## src/rtl/tytra_stream_rx_fifo.sv

```systemverilog
// tytra_stream_rx_fifo: first-word-fall-through receive FIFO for a FloPoCo stream with registered
// upstream ready that reserves SLACK words for data still in flight after ready falls.
module tytra_stream_rx_fifo #(
   parameter int STREAMW = 34,
   parameter int DEPTH   = 16,
   parameter int SLACK   = 2
) (
   input  logic                       clk,
   input  logic                       rst,
   input  logic                       ivalid,
   input  logic [STREAMW-1:0]         idata,
   output logic                       up_ready,
   output logic                       ovalid,
   output logic [STREAMW-1:0]         odata,
   input  logic                       dn_ready,
   output logic [$clog2(DEPTH):0]     count,
   output logic                       exc_seen,
   output logic                       overflow
);
   localparam int AW = $clog2(DEPTH);
   localparam int CW = AW + 1;
   logic [STREAMW-1:0] mem [DEPTH];
   logic [AW-1:0]      wr_ptr, rd_ptr;
   logic [CW-1:0]      count_next;
   logic               full, push, pop;
   assign full   = count == CW'(DEPTH);
   assign ovalid = count != '0;
   assign odata  = mem[rd_ptr];
   assign pop    = ovalid & dn_ready;
   // a pop in the same cycle frees the slot, so a full FIFO can still accept
   assign push   = ivalid & (!full | pop);
   always_comb begin
      count_next = (push & !pop) ? count + 1'b1 : (pop & !push) ? count - 1'b1 : count;
   end
   always_ff @(posedge clk) begin
      if (rst) begin
         wr_ptr   <= '0;
         rd_ptr   <= '0;
         count    <= '0;
         up_ready <= 1'b0;
         exc_seen <= 1'b0;
         overflow <= 1'b0;
      end else begin
         if (push) wr_ptr <= wr_ptr + 1'b1;
         if (pop) rd_ptr <= rd_ptr + 1'b1;
         count    <= count_next;
         up_ready <= (CW'(DEPTH) - count_next) > CW'(SLACK);
         if (push && idata[STREAMW-1:STREAMW-2] != 2'b01) exc_seen <= 1'b1;
         if (ivalid && full && !pop) overflow <= 1'b1;
      end
   end
   // storage is deliberately left unreset
   always_ff @(posedge clk) begin
      if (push && !rst) mem[wr_ptr] <= idata;
   end
endmodule

```

## config.mk

```make
export PLATFORM = sky130hd
export DESIGN_NAME = tytra_stream_rx_fifo
export DESIGN_NICKNAME = d
export VERILOG_FILES = /design/src/rtl/tytra_stream_rx_fifo.sv
export SDC_FILE = /design/constraint.sdc
export NUM_CORES = 1
export LEC_CHECK = 0
export CAP_MARGIN = 20
export CORE_UTILIZATION = 55
export CTS_CLUSTER_DIAMETER = 60
export DETAILED_ROUTE_END_ITERATION = 8
export PLACE_DENSITY = 0.76
export SYNTH_ARGS = -nofsm -noshare
export SYNTH_HDL_FRONTEND = slang
export SYNTH_SLANG_ARGS = --single-unit
```

## constraint.sdc

```tcl
create_clock -name clk -period 3.3 [get_ports clk]
set_input_delay 0.495 -clock clk [delete_from_list [all_inputs] [get_ports clk]]
set_output_delay 0.495 -clock clk [all_outputs]
set_load 0.01 [all_outputs]
```

==> results of run 1 <==
state kept, by name, indices dropped and copies added, names as in the netlist, named ones only:
register,flops
count,5
mem,544
rd_ptr,4
exc_seen,1
overflow,1
wr_ptr,4
up_ready,1
cell usage after synthesis, types with 2 or more instances:
cell type  instances
inv_1              9
or3_1              2
buf_2             18
nor2_1            32
buf_4              4
buf_6              2
edfxtp_1         544
xnor2_1            2
a31oi_1            5
mux4_2           170
and2_1             3
nand3_1            6
buf_1              5
nand2b_1           4
a21oi_1            6
clkbuf_1          18
nand4_1            2
dfxtp_1           20
o31ai_1            2
ha_1               7
nand2_1           14
o21ai_0            4
nor2b_1            4
xor2_1             4
mux2i_1            5
worst max path at each step:
stage                                end  cells past startpoint                 from
floorplan           mem[15][0]$_DFFE_PP_                      9  count[0]$_SDFF_PP0_
global placement               odata[19]                      5                 flop
detailed placement             odata[28]                      5                 flop
CTS                            odata[26]                      6                 flop
global route                   odata[30]                      5                 flop
finish                          odata[4]                      5                 flop
what timing repair did:
| item | in CTS | in global routing |
|---|---|---|
| endpoints found under the setup margin | 33 | 12 |
| resized for setup | 46 | 10 |
| setup buffers | 14 | 4 |
| cloned | 4 | 0 |
| hold endpoints to repair | 0 | 0 |
through the flow:
| step | setup TNS [ns] | util [%] | cell area (um2) | cells | power, uW |
|---|---|---|---|---|---|
| after floorplan | -124.12 | - | 21540 | 907 | 10080 |
| after global placement | 0 | 61.00 | 23570 | 1502 | 11040 |
| after detailed placement | 0 | 61.00 | 23570 | 1502 | 11080 |
| after CTS | 0 | 66.26 | 25610 | 1622 | 17430 |
| after global routing | -0.002453 | 66.39 | 25660 | 1628 | 17930 |
| final | 0 | 66.40 | 25660 | 1629 | 17350 |
final cells by class:
type                            count  area, um2
Timing Repair Buffer              146       1808
Fill cell                        2330      12990
Clock buffer                       67       1464
Clock inverter                     35      302.8
Inverter                            9      33.78
Antenna cell                        3      7.507
Tap cell                          518      648.1
Multi-Input combinational cell    287       4649
Sequential cell                   564      16750
logic make-up after synthesis:
group / count (synthesis) / synth area share [%]
adder cells (fa/ha/maj): 7 / 0.4068
AO/OA/AOI/OAI: 26 / 0.7905
XOR/XNOR: 6 / 0.2441
buffers and inverters: 56 / 1.220
AND/OR/NAND/NOR: 73 / 1.581
flip-flops: 564 / 77.74
multiplexers: 175 / 18.02
worst reg2reg max path, cell delays in order (launching register included):
cell and delay, ns:
dfxtp_1 0.53, inv_1 0.13, ha_1 0.27, or3b_1 0.20
nor2_1 0.07, nor2b_1 0.30, nand2_1 0.31, nor2_4 0.36
buf_12 0.26
power groups by stage:
| stage | combinational (uW) | sequential, uW | clock [uW] |
|---|---|---|---|
| global placement | 2890 | 8150 | 0 |
| floorplan | 1960 | 8120 | 0 |
| CTS | 3220 | 8000 | 6200 |
| global route | 3450 | 8010 | 6470 |
| detailed placement | 2920 | 8160 | 0 |
| finish | 3240 | 8000 | 6110 |
metal layers:
metal	part of all wire, %	global-route usage [%]
met3	6.8	4.200
met4	4.0	11.03
met1	39	32.92
met5	0	0
met2	50	39.94
==> impl_metrics.json, run 1 <==
{
  "status": "completed",
  "slew_violations": 0,
  "dieArea_mm2": 0.03994,
  "syn_inst": 907,
  "seq_power_share_pct": 46.1,
  "grt_util_all_layers_pct": 24.52,
  "drv_cap": 0,
  "finalSetupViolCount": 0,
  "crit_arrival_ns": 2.74,
  "dp_hpwl_mm": 22.72,
  "core_mm2": 0.03865,
  "switching_power_uw": 3980,
  "cts_tree": "built",
  "synthFlopType": "edfxtp_1",
  "syn_nets": 952,
  "worstHoldStart": "exc_seen$_SDFFE_PP0P_",
  "yosys_warnings": 0,
  "yosysTopAreaCellShare_pct": 75.88,
  "wl_per_cell_um": 28.72,
  "postCtsHoldBufs": 0,
  "min_period_ns": 3.233,
  "powerDensity_mw_per_mm2": 676.0,
  "r2r-start": "count[0]$_SDFF_PP0_",
  "die_w_um": 199.8,
  "cp-start-kind": "flop",
  "synth_area_mm2": 0.02153,
  "clock_skew_ns": 0.01986,
  "syn2layout_area_growth_pct": 19.20,
  "drt_iter0_drc": 951,
  "die_height_um": 199.8,
  "drc_errors": 0,
  "start_util_pct": 55.70,
  "synth_cell_types": 40,
  "grt_pass1_vias": 10527,
  "slowest_stage": "mux4_2",
  "final_layout_size_suffix_gt1_share_pct": 30.78,
  "reg2reg_to": "mem[14][30]$_DFFE_PP_",
  "rows": 72,
  "tightest_slew_ns": 0.5706,
  "power_frac_comb_pct": 18.7,
  "worst_hold_slack_ns": 0.4800,
  "hold_viol_final": 0,
  "ant_nets": 0,
  "routed-via-count": 10067,
  "avgSynthCellArea_um2": 23.74,
  "io_pins": 81,
  "htree_levels": 2,
  "grt_max_degree": 35,
  "regToRegSetupSlack_ns": 0.52,
  "critPathBufInv": 3,
  "cp_common_cell": "mux4_2",
  "synth_edf_count": 544,
  "io_buffers": 80,
  "final_common_cell": "edfxtp_1",
  "reg2regPathDepth": 8,
  "ys_seq_area_share_pct": 77.74,
  "ir_worst_vdd_mv": 0.5320,
  "synth_area_leaders": "edfxtp_1, mux4_2, dfxtp_1",
  "swShare_pct": 22.95,
  "internal-power_uw": 13370,
  "path_cells": "buf_12 > bufbuf_16 > mux4_2 > mux4_2 > dlygate4sd2_1",
  "cts_buffer_depth": 3,
  "final_cell_mix": "edfxtp_1, mux4_2, clkbuf_16, clkdlybuf4s50_1, buf_4",
  "grt_antenna_before_repair": 2,
  "drt-pass1-iter-count": 5,
  "ys_ff_latch": 564,
  "post-route-period-util_pct": 97.96,
  "routed_via_density": 6.180,
  "root_buffer": "clkbuf_16",
  "clkPwrFrac_pct": 35.2,
  "crit_family": "multiplexers",
  "fmax_ghz": 0.3093,
  "clk_latency_ns": 0.58,
  "power.leakage_uw": 0.007952,
  "min_path_type": "flop to flop",
  "max_stage_delay_ns": 0.52,
  "path_max_fanout": 10,
  "pre_cts_ws_ns": 0.3991,
  "path_class": "flop to primary output",
  "grt_pass1_wl_mm": 68.38,
  "holdPathStages": 2,
  "synth_area_leader_cell": "edfxtp_1",
  "critical_path_required_ns": 2.80,
  "cp-end-kind": "primary output",
  "nNetsFinal": 1108,
  "grt_overflow": 0,
  "clkSlewWorstSetupHoldPaths_ns": 0.06,
  "min_to": "exc_seen$_SDFFE_PP0P_",
  "cts.sinks": 564,
  "gp_congestion": 0.7659,
  "fin_ws_ns": 0.06730,
  "numCtsBuffers": 55,
  "routed_wl_mm": 46.79,
  "async_reset_ff_share_pct": 0,
  "slew_headroom_pct": 61.84
}
No activity file was read; power rests on OpenSTA's default activity.
==> run 2, diff against run 1 <==
--- a/config.mk
+++ b/config.mk
@@ -9,7 +9,7 @@
 export CORE_UTILIZATION = 55
 export CTS_CLUSTER_DIAMETER = 60
 export DETAILED_ROUTE_END_ITERATION = 8
-export PLACE_DENSITY = 0.76
+export PLACE_DENSITY = 0.81
 export SYNTH_ARGS = -nofsm -noshare
 export SYNTH_HDL_FRONTEND = slang
 export SYNTH_SLANG_ARGS = --single-unit
==> run 2 against run 1 <==
  * The run now ends with negative setup slack left
  * Total power grew 3.6%
  * Global-route usage grew 1.8 points
  * Setup slack lost 0.078 ns
  * First-iteration DRC count grew 19%
  * Fmax shrank 2.4%
  * Register-to-register slack is essentially flat
  * Critical path depth grew 1
  * Utilization grew 1.3 points
  * Cell count grew 1.5%
  * Clock skew grew 0.014 ns
  * Sequential share of layout area shrank 1.2 points
  * Critical path type unchanged
  * Critical endpoint is now odata[8]
  * Largest cell class unchanged
==> impl_metrics.json, run 2 (same netlist as run 1, synthesis figures left out) <==
{
  "cts_buffer_depth": 3,
  "die_w_um": 199.8,
  "power_uw": 17970,
  "ir_worst_vdd_mv": 0.5527,
  "final_common_cell": "edfxtp_1",
  "slew_headroom_pct": 60.00,
  "swShare_pct": 23.77,
  "grt_overflow": 0,
  "rows": 72,
  "hold_viol_final": 0,
  "final_area_mm2": 0.02615,
  "root_buffer": "clkbuf_16",
  "postCtsHoldBufs": 0,
  "syn2layout_area_growth_pct": 21.48,
  "slew_violations": 0,
  "cts.sinks": 564,
  "drt-pass1-iter-count": 5,
  "path_max_fanout": 7,
  "min_period_ns": 3.311,
  "fill_cells": 2280,
  "crit_family": "multiplexers",
  "status": "finished with violations",
  "clkSlewWorstSetupHoldPaths_ns": 0.07,
  "die_height_um": 199.8,
  "cp-end-kind": "primary output",
  "grt_antenna_before_repair": 3,
  "cp-start-kind": "flop",
  "tightest_slew_ns": 0.5981,
  "largest_reg_flops": 544,
  "grt_util_all_layers_pct": 26.33,
  "regMostFlops": "mem",
  "numCtsBuffers": 54,
  "routed_via_density": 6.286,
  "clkPwrFrac_pct": 35.3,
  "critical_path_required_ns": 2.80,
  "clk_latency_ns": 0.62,
  "routed_wl_mm": 51.69,
  "violations": "negative setup slack",
  "io_buffers": 80,
  "crit_arrival_ns": 2.82,
  "final_layout_size_suffix_gt1_share_pct": 32.72,
  "post-route-period-util_pct": 100.3,
  "cp_common_cell": "mux4_2",
  "seq_area_mm2": 0.01675,
  "switching_power_uw": 4271,
  "ant_nets": 0,
  "grt_max_degree": 46,
  "path_class": "flop to primary output",
  "dieArea_mm2": 0.03994,
  "core_mm2": 0.03865,
  "wl_per_cell_um": 31.27,
  "drc_errors": 0,
  "seq_power_share_pct": 44.6,
  "place_area_mm2": 0.02376,
  "min_path_type": "flop to flop",
  "critPathBufInv": 4,
  "finalSetupViolCount": 2,
  "routed-via-count": 10390,
  "fmax_ghz": 0.3020,
  "path_cells": "clkbuf_16 > buf_16 > buf_12 > mux4_2 > mux4_2 > buf_6",
  "gp_congestion": 0.7137,
  "internal-power_uw": 13700,
  "drt_iter0_drc": 1133,
  "power.leakage_uw": 0.008180,
  "grt_pass1_vias": 10745,
  "grt_pass1_wl_mm": 72.33,
  "htree_levels": 2,
  "nNetsFinal": 1137,
  "powerDensity_mw_per_mm2": 687.2,
  "top_regs": "mem (544), count (5)",
  "slowest_stage": "mux4_2",
  "io_pins": 81,
  "cts_tree": "built",
  "multi_input_area_mm2": 0.004649,
  "start_util_pct": 55.70,
  "dp_hpwl_mm": 24.43,
  "drv_cap": 0,
  "power_frac_comb_pct": 20.0,
  "fin_ws_ns": -0.01087,
  "clock_skew_ns": 0.03359,
  "final_cell_mix": "edfxtp_1, mux4_2, clkbuf_16, clkdlybuf4s50_1, buf_4",
  "max_stage_delay_ns": 0.56
}
run 2: cell types whose count changed in the layout (fill, tap and decap cells not counted), moves of 4 or more:
| cell | change |
|---|---|
| clkinv_2 | -5 |
| clkinvlp_4 | -5 |
| buf_4 | +10 |
| buf_6 | +5 |
| clkdlybuf4s15_1 | +4 |
| buf_12 | +10 |
| dlygate4sd2_1 | -10 |
| buf_2 | +5 |
run 2: layer usage:
metal  vias up  routed length (um)  track usage, %  part of all wire [%]
met1      5458               18500           33.49                    36
met4         4                1619           8.934                   3.1
li1       4249                   -               -                     -
met5         -                  24               0                 0.046
met3       115                3810           4.956                   7.4
met2       564               27730           45.82                    54
run 2: cell type report:
type / count / share of cell area, %
Clock buffer: 66 / 5.339
Multi-Input combinational cell: 287 / 17.78
Tap cell: 518 / 2.478
Inverter: 9 / 0.1292
Antenna cell: 1 / 0.009568
Timing Repair Buffer: 176 / 8.702
Sequential cell: 564 / 64.03
Clock inverter: 32 / 1.531
run 2: worst paths after layout:
check                             start                     to  slack (ns)  cells past startpoint
setup / recovery                   flop               odata[8]       -0.01                      6
hold / removal    exc_seen$_SDFFE_PP0P_  exc_seen$_SDFFE_PP0P_        0.48                      2
setup reg to reg    count[0]$_SDFF_PP0_    mem[4][5]$_DFFE_PP_        0.53                     10
hold reg to reg   exc_seen$_SDFFE_PP0P_  exc_seen$_SDFFE_PP0P_        0.48                      2
run 2: repair_timing:
item,4_1_cts,5_1_grt
resized for setup,75,16
gates cloned,6,5
setup endpoints to repair,34,13
hold endpoints to repair,0,0
buffers inserted,19,8
run 2: worst reg2reg max path: stages, from the launching register on:
cell and delay, ns:
dfxtp_1 0.49, inv_1 0.12, ha_1 0.26, or3b_1 0.36
nor2_1 0.11, nor2b_1 0.17, buf_4 0.19, nand2_1 0.07
buf_4 0.18, nor2_4 0.15, buf_4 0.32
run 2: per-stage QoR:
step | cells | hold WS [ns] | utilization [%] | TNS [ns] | setup WS (ns)
global route | 1653 | 0.5191 | 67.67 | -0.09044 | -0.04738
detailed placement | 1516 | 0.4701 | 61.49 | 0 | 0.3851
CTS | 1639 | 0.4884 | 67.00 | 0 | 0.003089
floorplan | 907 | 0.4516 | - | -124.12 | -0.3036
finish | 1653 | 0.4777 | 67.67 | -0.01877 | -0.01087
global placement | 1516 | 0.4552 | 61.49 | 0 | 0.3988
run 2: power groups by stage:
stage / clock, uW / sequential, uW / combinational (uW)
final: 6350 / 8020 / 3600
after global routing: 6690 / 8030 / 3810
after CTS: 6370 / 8020 / 3310
after detailed placement: 0 / 8160 / 2880
after global placement: 0 / 8150 / 2820
after floorplan: 0 / 8120 / 1960
